[src/rtl/anim_pkg.sv]
// rtl/anim_pkg.sv - shared types, constants and frame-select helper for the sprite animation scheduler
package anim_pkg;

  localparam int          STEP_W        = 4;
  localparam logic [11:0] HIT_COLOR_DEF = 12'h428;

  typedef enum logic [1:0] {
    FSEL_F0 = 2'd0,
    FSEL_F1 = 2'd1,
    FSEL_F2 = 2'd2
  } fsel_e;

  // Steps 0-3 and 12-15 both show F0, so the loop returns to its start frame.
  function automatic fsel_e step_to_fsel(input logic [STEP_W-1:0] s);
    if (s < 4'd4 || s >= 4'd12) return FSEL_F0;
    else if (s < 4'd8)          return FSEL_F1;
    else                        return FSEL_F2;
  endfunction

endpackage

[src/rtl/rr_arbiter.sv]
// rtl/rr_arbiter.sv - combinational round-robin arbiter, first requester at or after ptr wins
module rr_arbiter #(
  parameter int N = 4
) (
  input  logic [N-1:0]                       req_i,
  input  logic [((N > 1) ? $clog2(N) : 1)-1:0] ptr_i,
  output logic [N-1:0]                       gnt_o,
  output logic [((N > 1) ? $clog2(N) : 1)-1:0] idx_o,
  output logic                               any_o
);

  localparam int IW = (N > 1) ? $clog2(N) : 1;

  int pos;

  always_comb begin
    gnt_o = '0;
    idx_o = '0;
    any_o = 1'b0;
    pos   = 0;
    for (int k = 0; k < N; k++) begin
      pos = int'(ptr_i) + k;
      if (pos >= N) pos = pos - N;
      if (!any_o && req_i[pos]) begin
        any_o      = 1'b1;
        gnt_o[pos] = 1'b1;
        idx_o      = IW'(pos);
      end
    end
  end

endmodule

[src/rtl/sprite_anim_sched.sv]
// rtl/sprite_anim_sched.sv - shares the 3-bank sprite frame ROM among pixel requesters, with animation stepping
module sprite_anim_sched
  import anim_pkg::*;
#(
  parameter int               NREQ      = 4,
  parameter int               ADDR_W    = 12,
  parameter int               PIX_W     = 12,
  parameter int               TICK_DIV  = 6000000,
  parameter logic [PIX_W-1:0] HIT_COLOR = PIX_W'(HIT_COLOR_DEF)
) (
  input  logic                                     clk,
  input  logic                                     rst_n,
  input  logic                                     pause,
  input  logic [NREQ-1:0]                          req,
  input  logic [NREQ*ADDR_W-1:0]                   req_addr,
  input  logic [NREQ-1:0]                          hit,
  output logic [NREQ-1:0]                          grant,
  output logic [ADDR_W-1:0]                        rom_addr,
  input  logic [PIX_W-1:0]                         rom_d0,
  input  logic [PIX_W-1:0]                         rom_d1,
  input  logic [PIX_W-1:0]                         rom_d2,
  output logic                                     pix_valid,
  output logic [((NREQ > 1) ? $clog2(NREQ) : 1)-1:0] pix_id,
  output logic [PIX_W-1:0]                         pix_data,
  output logic [STEP_W-1:0]                        step
);

  localparam int ID_W = (NREQ > 1) ? $clog2(NREQ) : 1;
  localparam int TCW  = $clog2(TICK_DIV);

  logic [TCW-1:0]    tick_cnt_q, tick_cnt_d;
  logic [STEP_W-1:0] step_q, step_d;
  logic [ID_W-1:0]   rr_ptr_q, rr_ptr_d;
  logic [ADDR_W-1:0] rom_addr_q, rom_addr_d;
  logic              v1_q, v1_d;
  logic [ID_W-1:0]   id1_q, id1_d;
  fsel_e             fsel1_q, fsel1_d;
  logic              hit1_q, hit1_d;
  logic              pix_valid_q, pix_valid_d;
  logic [ID_W-1:0]   pix_id_q, pix_id_d;
  logic [PIX_W-1:0]  pix_data_q, pix_data_d;

  logic [NREQ-1:0]   arb_gnt;
  logic [ID_W-1:0]   arb_idx;
  logic              arb_any;
  logic              tick;
  logic [ADDR_W-1:0] req_addr_arr [NREQ];
  logic [PIX_W-1:0]  rom_sel;

  rr_arbiter #(.N(NREQ)) u_arb (
    .req_i (req),
    .ptr_i (rr_ptr_q),
    .gnt_o (arb_gnt),
    .idx_o (arb_idx),
    .any_o (arb_any)
  );

  always_comb begin
    for (int i = 0; i < NREQ; i++) begin
      req_addr_arr[i] = req_addr[i*ADDR_W +: ADDR_W];
    end
  end

  assign tick = (tick_cnt_q == TCW'(TICK_DIV - 1));

  always_comb begin
    tick_cnt_d = tick_cnt_q;
    step_d     = step_q;
    if (!pause) begin
      if (tick) begin
        tick_cnt_d = '0;
        step_d     = step_q + 1'b1;
      end else begin
        tick_cnt_d = tick_cnt_q + 1'b1;
      end
    end
  end

  // Frame select and hit are captured at grant time so a later tick or hit edge cannot alter this pixel.
  always_comb begin
    rr_ptr_d   = rr_ptr_q;
    rom_addr_d = rom_addr_q;
    v1_d       = arb_any;
    id1_d      = id1_q;
    fsel1_d    = fsel1_q;
    hit1_d     = hit1_q;
    if (arb_any) begin
      rr_ptr_d   = (int'(arb_idx) == NREQ - 1) ? '0 : arb_idx + 1'b1;
      rom_addr_d = req_addr_arr[arb_idx];
      id1_d      = arb_idx;
      fsel1_d    = step_to_fsel(step_q);
      hit1_d     = hit[arb_idx];
    end
  end

  always_comb begin
    case (fsel1_q)
      FSEL_F1: rom_sel = rom_d1;
      FSEL_F2: rom_sel = rom_d2;
      default: rom_sel = rom_d0;
    endcase
    pix_valid_d = v1_q;
    pix_id_d    = v1_q ? id1_q : pix_id_q;
    pix_data_d  = v1_q ? (hit1_q ? HIT_COLOR : rom_sel) : pix_data_q;
  end

  always_ff @(posedge clk or negedge rst_n) begin
    if (!rst_n) begin
      tick_cnt_q  <= '0;
      step_q      <= '0;
      rr_ptr_q    <= '0;
      rom_addr_q  <= '0;
      v1_q        <= 1'b0;
      id1_q       <= '0;
      fsel1_q     <= FSEL_F0;
      hit1_q      <= 1'b0;
      pix_valid_q <= 1'b0;
      pix_id_q    <= '0;
      pix_data_q  <= '0;
    end else begin
      tick_cnt_q  <= tick_cnt_d;
      step_q      <= step_d;
      rr_ptr_q    <= rr_ptr_d;
      rom_addr_q  <= rom_addr_d;
      v1_q        <= v1_d;
      id1_q       <= id1_d;
      fsel1_q     <= fsel1_d;
      hit1_q      <= hit1_d;
      pix_valid_q <= pix_valid_d;
      pix_id_q    <= pix_id_d;
      pix_data_q  <= pix_data_d;
    end
  end

  assign grant     = rst_n ? arb_gnt : '0;
  assign rom_addr  = rom_addr_q;
  assign pix_valid = pix_valid_q;
  assign pix_id    = pix_id_q;
  assign pix_data  = pix_data_q;
  assign step      = step_q;

endmodule

[config.mk]
export PLATFORM = sky130hd
export DESIGN_NAME = sprite_anim_sched
export DESIGN_NICKNAME = d
export VERILOG_FILES = /design/src/rtl/anim_pkg.sv /design/src/rtl/rr_arbiter.sv /design/src/rtl/sprite_anim_sched.sv
export SDC_FILE = /design/constraint.sdc
export NUM_CORES = 1
export LEC_CHECK = 0
export ABC_AREA = 1
export ABC_CLOCK_PERIOD_IN_PS = 2760
export BUFFER_PORTS_ARGS = -buffer_cell sky130_fd_sc_hd__buf_2
export CAP_MARGIN = 20
export CORE_ASPECT_RATIO = 0.7
export CORE_UTILIZATION = 52
export DETAILED_ROUTE_END_ITERATION = 8
export PLACE_DENSITY = 0.77
export SLEW_MARGIN = 20
export SYNTH_ARGS = -nofsm -noshare
export SYNTH_HDL_FRONTEND = slang
export SYNTH_SLANG_ARGS = --single-unit
[constraint.sdc]
create_clock -name clk -period 2.76 [get_ports clk]
set_input_delay 0.552 -clock clk [delete_from_list [all_inputs] [get_ports clk]]
set_output_delay 0.552 -clock clk [all_outputs]
set_load 0.1 [all_outputs]
==> flow_summary.ini, run 1 <==
[run_status]
outcome = finished, violations left
violations = negative setup slack

[detailed_routing]
wl_per_cell_um = 14.41
wl_met2_mm = 5.262
vias_per_cell = 5.531
ant_nets = 0
firstDrtPassIters = 5
drt_iter0_drc = 490
drc = 0
met3_wirelength_mm = 1.069
dr_total_vias = 4458
drt-met1-wl_mm = 5.192
wirelength_mm = 11.61
top_layer_used = met4

[power]
power_density_nw_per_um2 = 1444
power.leakage_nw = 2.750
irDropWorstVdd_mv = 0.9207
totalPowerFinal_mw = 7.537

[layout]
drive_gt1_share_pct = 29.24
area_growth_pct = 28.24
fillers = 632
nNetsFinal = 806
num_antenna_cells = 0
layout.cells.non_filler = 806

[worst_setup_path]
crit_path_end_kind = output port
crit_fanout = 6
crit_required_ns = 2.21
cp_data_arrival_time_ns = 2.22
reg2reg_to = rom_addr[3]$_DFFE_PN0P_
path_class = flop to output port
r2r_setup_slack_ns = 0.32
r2r_start = rr_ptr_q[0]$_DFFE_PN0P_
reg2reg_depth = 15
critPathLaunchType = flop

[synthesis]
avgSynthCellArea_um2 = 7.283
synth_cell_types = 40
synthArstFlopShare_pct = 100.0
yosysMostFrequentCell = nand2_1
synth_edf_count = 0
ys_ff_latch = 62
yosysWarnings = 0
netlist_instances = 559
ys_seq_area_share_pct = 38.11
synth.net_count = 662
netlist_top_cells_count = nand2_1 (127), inv_1 (89), dfrtp_1 (62)
synth_ff_type = dfrtp_1
synth_top_area_share_pct = 38.11
synth_top_cells_by_area = dfrtp_1 (38%), nand2_1 (12%), inv_1 (8.2%), nand3_1 (7.4%), o21ai_0 (4.4%)
syn_area_um2 = 4071
synth_area_leader_cell = dfrtp_1

[timing]
finalSetupViolCount = 1
worstMarginPinSlew_ns = 0.7782
rsz0062_at_grt = yes
clock_skew_ns = 0.01195
fin_crit_ns = 2.777
slew-limit-headroom_pct = 48.12
period_share_pct = 100.6
hold_viol = 0
max_freq_ghz = 0.3601
slew_viol_final = 0
final.setup.worst_slack_ns = -0.01692
holdWs_ns = 0.4614

[clock_network]
cts_tree = built
numCtsBuffers = 9
root_buffer = clkbuf_8
ctsLongestPathBuffers = 2
clk_pin_slew_worst_paths_ns = 0.07
cts.htree.levels = 3
cts.sinks = 62
hold_buffers = 0
clk_latency_ns = 0.34

[global_route]
grt-ovfl-total = 0
grt_pass1_vias = 4045
grt_max_degree = 63
grtUsageTotal_pct = 28.88
grt_antenna_before_repair = 0
grt_first_pass_wirelength_mm = 18.75

[die]
dieArea_um2 = 8193
die_w_um = 107.8
rows = 26
start_util_pct = 54.65
die_h_um = 76.03
core_area_um2 = 7450
io_pins = 130

[place]
gp_congestion = 0.9386
post-dp-hpwl_mm = 8.599
dp_cells = 781
dp_slack_ns = 0.09888
port_buffers = 129

[min_path]
hold_class = primary input to asynchronous set/reset pin

[job]
maxCapViolCount = 0
area by class of cell:
cell class              count  area, um2  share of cell area, %
inverters                  95      376.6                  7.213
flip-flops and latches     62       1553                  29.74
clock inverters             7      50.05                 0.9585
repair buffers            147      852.1                  16.32
well taps                  98      122.6                  2.348
multi-input cells         388       2143                  41.05
clock buffers               9      123.9                  2.372
state kept, by name, summed over array words and instances (netlist names):
| signal | flops |
|---|---|
| pix_valid | 1 |
| pix_data | 12 |
| id1_q | 2 |
| rom_addr | 12 |
| pix_id | 2 |
| rr_ptr_q | 2 |
| pix_valid_d | 1 |
| hit1_q | 1 |
| fsel1_q | 2 |
| tick_cnt_q | 23 |
| step | 4 |
how the worst max path moves through the flow:
stage	from	end	slack (ns)	cells past startpoint
after floorplan	rr_ptr_q[0]$_DFFE_PN0P_	grant[0]	0.1	12
after global placement	rr_ptr_q[0]$_DFFE_PN0P_	grant[0]	0.16	12
after detailed placement	rr_ptr_q[0]$_DFFE_PN0P_	grant[0]	0.1	12
after CTS	rr_ptr_q[0]$_DFFE_PN0P_	grant[2]	0.004	12
after global routing	rr_ptr_q[1]$_DFFE_PN0P_	grant[2]	-0.18	12
final	rr_ptr_q[0]$_DFFE_PN0P_	grant[2]	-0.02	12
power breakdown:
| group | internal (mW) | total, mW | switching [mW] |
|---|---|---|---|
| sequential | 1.25 | 1.48 | 0.237 |
| clock | 0.326 | 0.702 | 0.376 |
| combinational | 1.52 | 5.35 | 3.83 |
what timing repair did:
item,CTS,global route
pin swaps,4,9
endpoints found under the hold margin,0,0
gates resized for setup,7,17
setup buffers,3,6
setup endpoints to repair,4,4
logic make-up (layout without fill, tap and decap cells):
kind of cell             after synthesis  count (layout)  synth area share (%)
XOR/XNOR                               8               8                 1.721
AO/OA/AOI/OAI                         88              88                 12.69
AND/OR/NAND/NOR                      284             284                 33.99
flip-flops                            62              62                 38.11
adder cells (fa/ha/maj)                8               8                 2.459
buffers and inverters                109             258                 11.03
stage by stage:
stage / area [um2] / utilization (%) / TNS (ns)
2_1_floorplan: 4079 / - / 0
3_3_place_gp: 4890 / 65.64 / 0
3_5_place_dp: 4890 / 65.64 / 0
4_1_cts: 5117 / 68.69 / 0
5_1_grt: 5221 / 70.09 / -0.2831
6_report: 5221 / 70.09 / -0.01692
routing by layer:
layer  track usage, %  up-vias
met5                0        -
met3            7.186       16
met4            5.479        0
li1                 -     2145
met1            40.52     2070
met2            45.51      227
layout by cell type, fill, tap and decap left out, types with 3 or more instances in the layout:
cell type	n
a22o_1	3
inv_1	84
nor3_1	10
clkbuf_8	9
nand2_1	125
buf_6	3
buf_2	125
inv_2	5
buf_4	15
nand2_2	6
nand2_4	5
or2_1	7
nand3_1	59
xor2_1	7
a22oi_1	4
a21oi_1	25
buf_12	4
or2_0	5
nor2_1	21
nand4_1	18
ha_1	7
or2_2	7
o21ai_1	6
nor4_1	10
clkinvlp_4	5
dfrtp_1	61
a221oi_1	9
o21ai_0	32
worst max-delay path, cell delays in order, from the launching register on:
cell	delay [ns]
dfrtp_2	0.45
inv_8	0.08
ha_4	0.22
inv_4	0.08
nand3_4	0.08
nand2_4	0.10
buf_6	0.10
nor2_4	0.04
a22oi_1	0.21
o21ai_1	0.13
o21ai_1	0.18
inv_2	0.06
buf_12	0.16
(Power assumes the default switching activity.)
==> inputs of run 2 (changes only) <==
--- a/constraint.sdc
+++ b/constraint.sdc
@@ -3,2 +3,2 @@
 set_output_delay 0.552 -clock clk [all_outputs]
-set_load 0.1 [all_outputs]
+set_load 0.05 [all_outputs]
==> flow_summary.ini, run 2 (synthesis results as in run 1) <==
[die]
start_util_pct = 54.65
dieArea_um2 = 8193
rows = 26
core_area_um2 = 7450
die_h_um = 76.03
die_w_um = 107.8
io_pins = 130

[clock_network]
cts.htree.levels = 3
numCtsBuffers = 9
root_buffer = clkbuf_8
clk_pin_slew_worst_paths_ns = 0.08
ctsLongestPathBuffers = 2
cts_tree = built
clk_latency_ns = 0.34
cts.sinks = 62

[worst_setup_path]
crit_required_ns = 2.21
crit_fanout = 5
crit_path_end_kind = output port
critPathLaunchType = flop
cp_data_arrival_time_ns = 2.13
path_class = flop to output port

[global_route]
grt_max_degree = 63
grtUsageTotal_pct = 29.72
grt_first_pass_wirelength_mm = 19.26
grt_pass1_vias = 4138
grt-ovfl-total = 0
grt_antenna_before_repair = 0

[power]
p_comb_share_pct = 66.4
p_int_mw = 3.176
totalPowerFinal_mw = 6.849
p_switching_mw = 3.674
clock_power_share_pct = 12.2
irDropWorstVdd_mv = 0.9508
power_density_nw_per_um2 = 1309
p_seq_share_pct = 21.5
netSwitchingFraction_pct = 53.63
power.leakage_nw = 2.793

[detailed_routing]
dr_total_vias = 4469
drt_iter0_drc = 504
vias_per_cell = 5.524
drc = 0
firstDrtPassIters = 5
wl_per_cell_um = 14.81
ant_nets = 0
wirelength_mm = 11.98

[timing]
clock_skew_ns = 0.007691
fin_crit_ns = 2.683
worstMarginPinSlew_ns = 0.8117
max_freq_ghz = 0.3727
period_share_pct = 97.20
slew_viol_final = 0
finalSetupViolCount = 0
slew-limit-headroom_pct = 45.89
final.setup.worst_slack_ns = 0.07717
hold_viol = 0

[place]
post-dp-hpwl_mm = 8.564
dp_slack_ns = 0.06635
dpl-instance-area_um2 = 4822
port_buffers = 129
gp_congestion = 0.9962

[run_status]
outcome = finished, final reports clean

[layout]
area_growth_pct = 28.55
top_register = tick_cnt_q
final_core_util_pct = 70.26
final_common_cell = nand2_1
num_antenna_cells = 0
largest_register_ffs = 23
drive_gt1_share_pct = 29.11
design_area_um2 = 5234
layout_common_cells = nand2_1 (126), buf_2 (125), inv_1 (88), dfrtp_1 (61), nand3_1 (59)
nNetsFinal = 809

[job]
maxCapViolCount = 0

[min_path]
hold_class = flop to flop
run 2: cell types whose count changed in the layout (fill, tap and decap cells not counted), sizes merged:
cell,delta
buf,+3
bufinv,+1
clkbuf,+1
clkinv,-2
clkinvlp,-2
inv,+2
run 2: what timing repair did:
item / CTS / global route
hold buffers: 0 / 0
setup endpoints to repair: 4 / 4
pin swaps: 1 / 5
buffers inserted: 2 / 10
resized for setup: 15 / 14
run 2: final cells by class:
class | instances | area (um2)
flip-flops and latches | 62 | 1553
repair buffers | 150 | 840.8
multi-input cells | 388 | 2138
clock inverters | 6 | 70.07
fillers | 616 | 2216
inverters | 95 | 371.6
well taps | 98 | 122.6
clock buffers | 10 | 137.6
run 2: routing by layer:
layer | up-vias | share of wire [%] | GRT usage [%]
li1 | 2142 | - | -
met1 | 2058 | 44 | 40.69
met2 | 240 | 45 | 46.41
met3 | 29 | 8.7 | 7.442
met4 | 0 | 1.7 | 9.041
met5 | - | 0 | 0
run 2: worst paths after layout:
kind / start / endpoint / slack, ns / cells past startpoint
min in group asynchronous: rst_n / rom_addr[4]$_DFFE_PN0P_ / 0.49 / 2
setup / recovery: rr_ptr_q[1]$_DFFE_PN0P_ / grant[1] / 0.08 / 12
max in group asynchronous: rst_n / rr_ptr_q[0]$_DFFE_PN0P_ / 1.70 / 2
setup reg to reg: rr_ptr_q[1]$_DFFE_PN0P_ / hit1_q$_DFFE_PN0P_ / 0.17 / 13
hold reg to reg: id1_q[1]$_DFFE_PN0P_ / id1_q[1]$_DFFE_PN0P_ / 0.48 / 2
hold / removal: id1_q[1]$_DFFE_PN0P_ / id1_q[1]$_DFFE_PN0P_ / 0.48 / 2
run 2: stage by stage:
step,setup TNS [ns],hold slack [ns],cells
after floorplan,0,0.2564,559
after global placement,0,0.4522,781
after detailed placement,0,0.4622,781
after CTS,0,0.4610,799
after global routing,-0.1425,0.4940,809
final,0,0.4796,809
run 2: power by group through the flow:
stage               combinational, mW  clock [mW]  sequential [mW]
floorplan                        2.54           0             2.08
global placement                 3.90           0             1.46
detailed placement               4.02           0             1.47
CTS                              4.23       0.851             1.46
global route                     4.97       0.899             1.50
finish                           4.55       0.833             1.47
run 2: worst max-delay path, stage by stage (launching register included):
cell and delay (ns):
dfrtp_1 0.41, inv_4 0.06, ha_4 0.31, inv_4 0.05
nand3_4 0.07, nand2_4 0.08, buf_12 0.13, nor2_4 0.18
a22oi_1 0.09, o21ai_1 0.09, o21ai_0 0.08, inv_1 0.07
buf_6 0.15
==> inputs of run 3 (changes only) <==
- ABC_AREA: 1 -> unset
- CORE_UTILIZATION: 52 -> 51
==> flow_summary.ini, run 3 <==
[synthesis]
avgSynthCellArea_um2 = 9.564
synth_mux_area_share_pct = 8.189
ys_seq_area_share_pct = 41.28
synth_top_area_share_pct = 41.28
synth-simple-area-share_pct = 14.01
yosysMostFrequentCell = dfrtp_1
synth-adder-area-share_pct = 2.663
syn_area_um2 = 3759
yosysWarnings = 0
netlist_instances = 393
synth_ff_type = dfrtp_1
synth_cell_types = 51
synthArstFlopShare_pct = 100.0
synth_top_cells_by_area = dfrtp_1 (41%), nor2_1 (4.6%), mux2i_1 (4.0%), a22oi_1 (3.2%), xnor2_1 (3.0%)
synth_compound_area_share_pct = 22.44
synth.net_count = 496
synth_top_family_by_area = compound AO/OA/AOI/OAI gates
ys_ff_latch = 62
synth_area_leader_cell = dfrtp_1
netlist_top_cells_count = dfrtp_1 (62), nor2_1 (46), nand2_1 (19)
synth-xor-area-share_pct = 6.059
synth_edf_count = 0

[layout]
nNetsFinal = 628
area_growth_pct = 28.89
drive_gt1_share_pct = 36.04
layout_common_cells = buf_2 (125), dfrtp_1 (61), nor2_1 (45), nand2_1 (19), buf_4 (18)
fillers = 566
final_common_cell = buf_2
top_register = tick_cnt_q
final_core_util_pct = 69.77
largest_register_ffs = 23

[place]
port_buffers = 129
gp_congestion = 0.8331
post-dp-hpwl_mm = 7.121

[detailed_routing]
wirelength_mm = 9.652
firstDrtPassIters = 5
drt_iter0_drc = 243
drc = 0
ant_nets = 0
dr_total_vias = 3591
wl_per_cell_um = 15.44
vias_per_cell = 5.746

[worst_setup_path]
crit_slowest_cell = mux4_2
crit_fanout = 5
path_class = flop to output port
critPathLaunchType = flop
crit_required_ns = 2.21
max_stage_delay_ns = 0.58
crit_path_end_kind = output port
cp_data_arrival_time_ns = 2.30
crit_chain = inv_6 > ha_4 > mux4_2 > a22oi_1 > nor2_1 > o21a_4 > buf_6

[min_path]
hold_class = primary input to flop

[clock_network]
cts_tree = built
clk_pin_slew_worst_paths_ns = 0.07
cts.sinks = 62
root_buffer = clkbuf_8
numCtsBuffers = 9
ctsLongestPathBuffers = 2
clk_latency_ns = 0.34
cts.htree.levels = 3

[timing]
slew_viol_final = 0
clock_skew_ns = 0.006640
final.setup.worst_slack_ns = -0.09120
hold_viol = 0
fin_setup_tns_ns = -0.3220
rsz0062_at_grt = yes
slew-limit-headroom_pct = 49.88
holdWs_ns = 0.4806
fin_crit_ns = 2.851
period_share_pct = 103.3
worstMarginPinSlew_ns = 0.7518
finalSetupViolCount = 4
max_freq_ghz = 0.3507

[die]
rows = 25
die_h_um = 73.83
dieArea_um2 = 7722
io_pins = 130
core_area_um2 = 6944
die_w_um = 104.6
start_util_pct = 54.13

[global_route]
grt_antenna_before_repair = 1
grt_max_degree = 63
grtUsageTotal_pct = 26.67
grt_first_pass_wirelength_mm = 15.99
grt-ovfl-total = 0
grt_pass1_vias = 3302

[power]
power.leakage_nw = 2.234
irDropWorstVdd_mv = 0.7162
power_density_nw_per_um2 = 1086
totalPowerFinal_mw = 5.260

[run_status]
violations = negative setup slack
outcome = finished, violations left

[job]
maxCapViolCount = 0
-- run 3: cell count changes after synthesis, sizes merged, moves of 12 or more --
cell,previous run,this run
mux2i,0,16
nand3,63,13
o21ai,38,21
nand2,136,19
nor2,25,47
xnor2,1,13
nand4,19,4
or2,19,0
a21oi,25,12
inv,94,17
-- run 3: logic make-up after synthesis --
family / count (synthesis)
DFF: 62
xor gates and xnor gates: 26
muxes: 24
AOI/OAI and AO/OA: 116
buffers and inverters: 46
and+or+nand+nor: 111
adders and majority gates: 8
-- run 3: path summary, 6_finish.rpt --
check	start	endpoint	slack, ns	depth (start not counted)
min in group asynchronous	rst_n	pix_data[11]$_DFFE_PN0P_	0.49	2
hold / removal	rom_d0[6]	pix_data[6]$_DFFE_PN0P_	0.48	3
setup / recovery	rr_ptr_q[0]$_DFFE_PN0P_	grant[1]	-0.09	7
max in group asynchronous	rst_n	rr_ptr_q[0]$_DFFE_PN0P_	1.74	2
hold reg to reg	tick_cnt_q[6]$_DFFE_PN0N_	tick_cnt_q[6]$_DFFE_PN0N_	0.48	1
setup reg to reg	rr_ptr_q[0]$_DFFE_PN0P_	rom_addr[1]$_DFFE_PN0P_	0.14	9
-- run 3: area by class of cell --
class                      count  area [um2]  area share, %
tap                           94       117.6          2.428
clock inverter                 3       17.52         0.3616
inverter                      18       72.57          1.498
antenna                        1       2.502        0.05165
multi-input combinational    285        2076          42.85
clock buffer                  13       168.9          3.487
sequential                    62        1553          32.05
timing repair buffer         149       837.1          17.28
-- run 3: stage by stage --
step	worst slack (ns)	area, um2	instances
after floorplan	-0.03452	3832	393
after global placement	0.1059	4571	604
after detailed placement	0.02745	4571	604
after CTS	-0.09694	4822	624
after global routing	-0.1753	4845	625
final	-0.09120	4845	625
-- run 3: power breakdown --
| part | total, mW | switching [mW] | internal, mW |
|---|---|---|---|
| Sequential | 1.31 | 0.155 | 1.15 |
| Clock | 0.729 | 0.333 | 0.396 |
| Combinational | 3.22 | 1.97 | 1.26 |
-- run 3: per-layer routing --
layer / vias to the layer above / share of wire (%) / global-route usage [%]
met5: - / 0 / 0
met4: 0 / 1.0 / 6.260
met3: 10 / 7.8 / 8.252
met2: 164 / 44 / 42.38
met1: 1690 / 47 / 36.08
li1: 1727 / - / -
-- run 3: repair_timing --
action	CTS	global route
gates resized for setup	11	7
endpoints found under the setup margin	4	16
hold buffers	0	0
buffers inserted	4	0
pin swaps	5	1
-- run 3: worst max-delay path, delay by kind of cell, from the launching register on --
| family | cells | cell delay [ns] |
|---|---|---|
| mux | 1 | 0.58 |
| fa+ha+maj | 1 | 0.30 |
| buf+inv | 2 | 0.19 |
| compound gates | 2 | 0.38 |
| simple gates | 1 | 0.07 |
| flops | 1 | 0.42 |
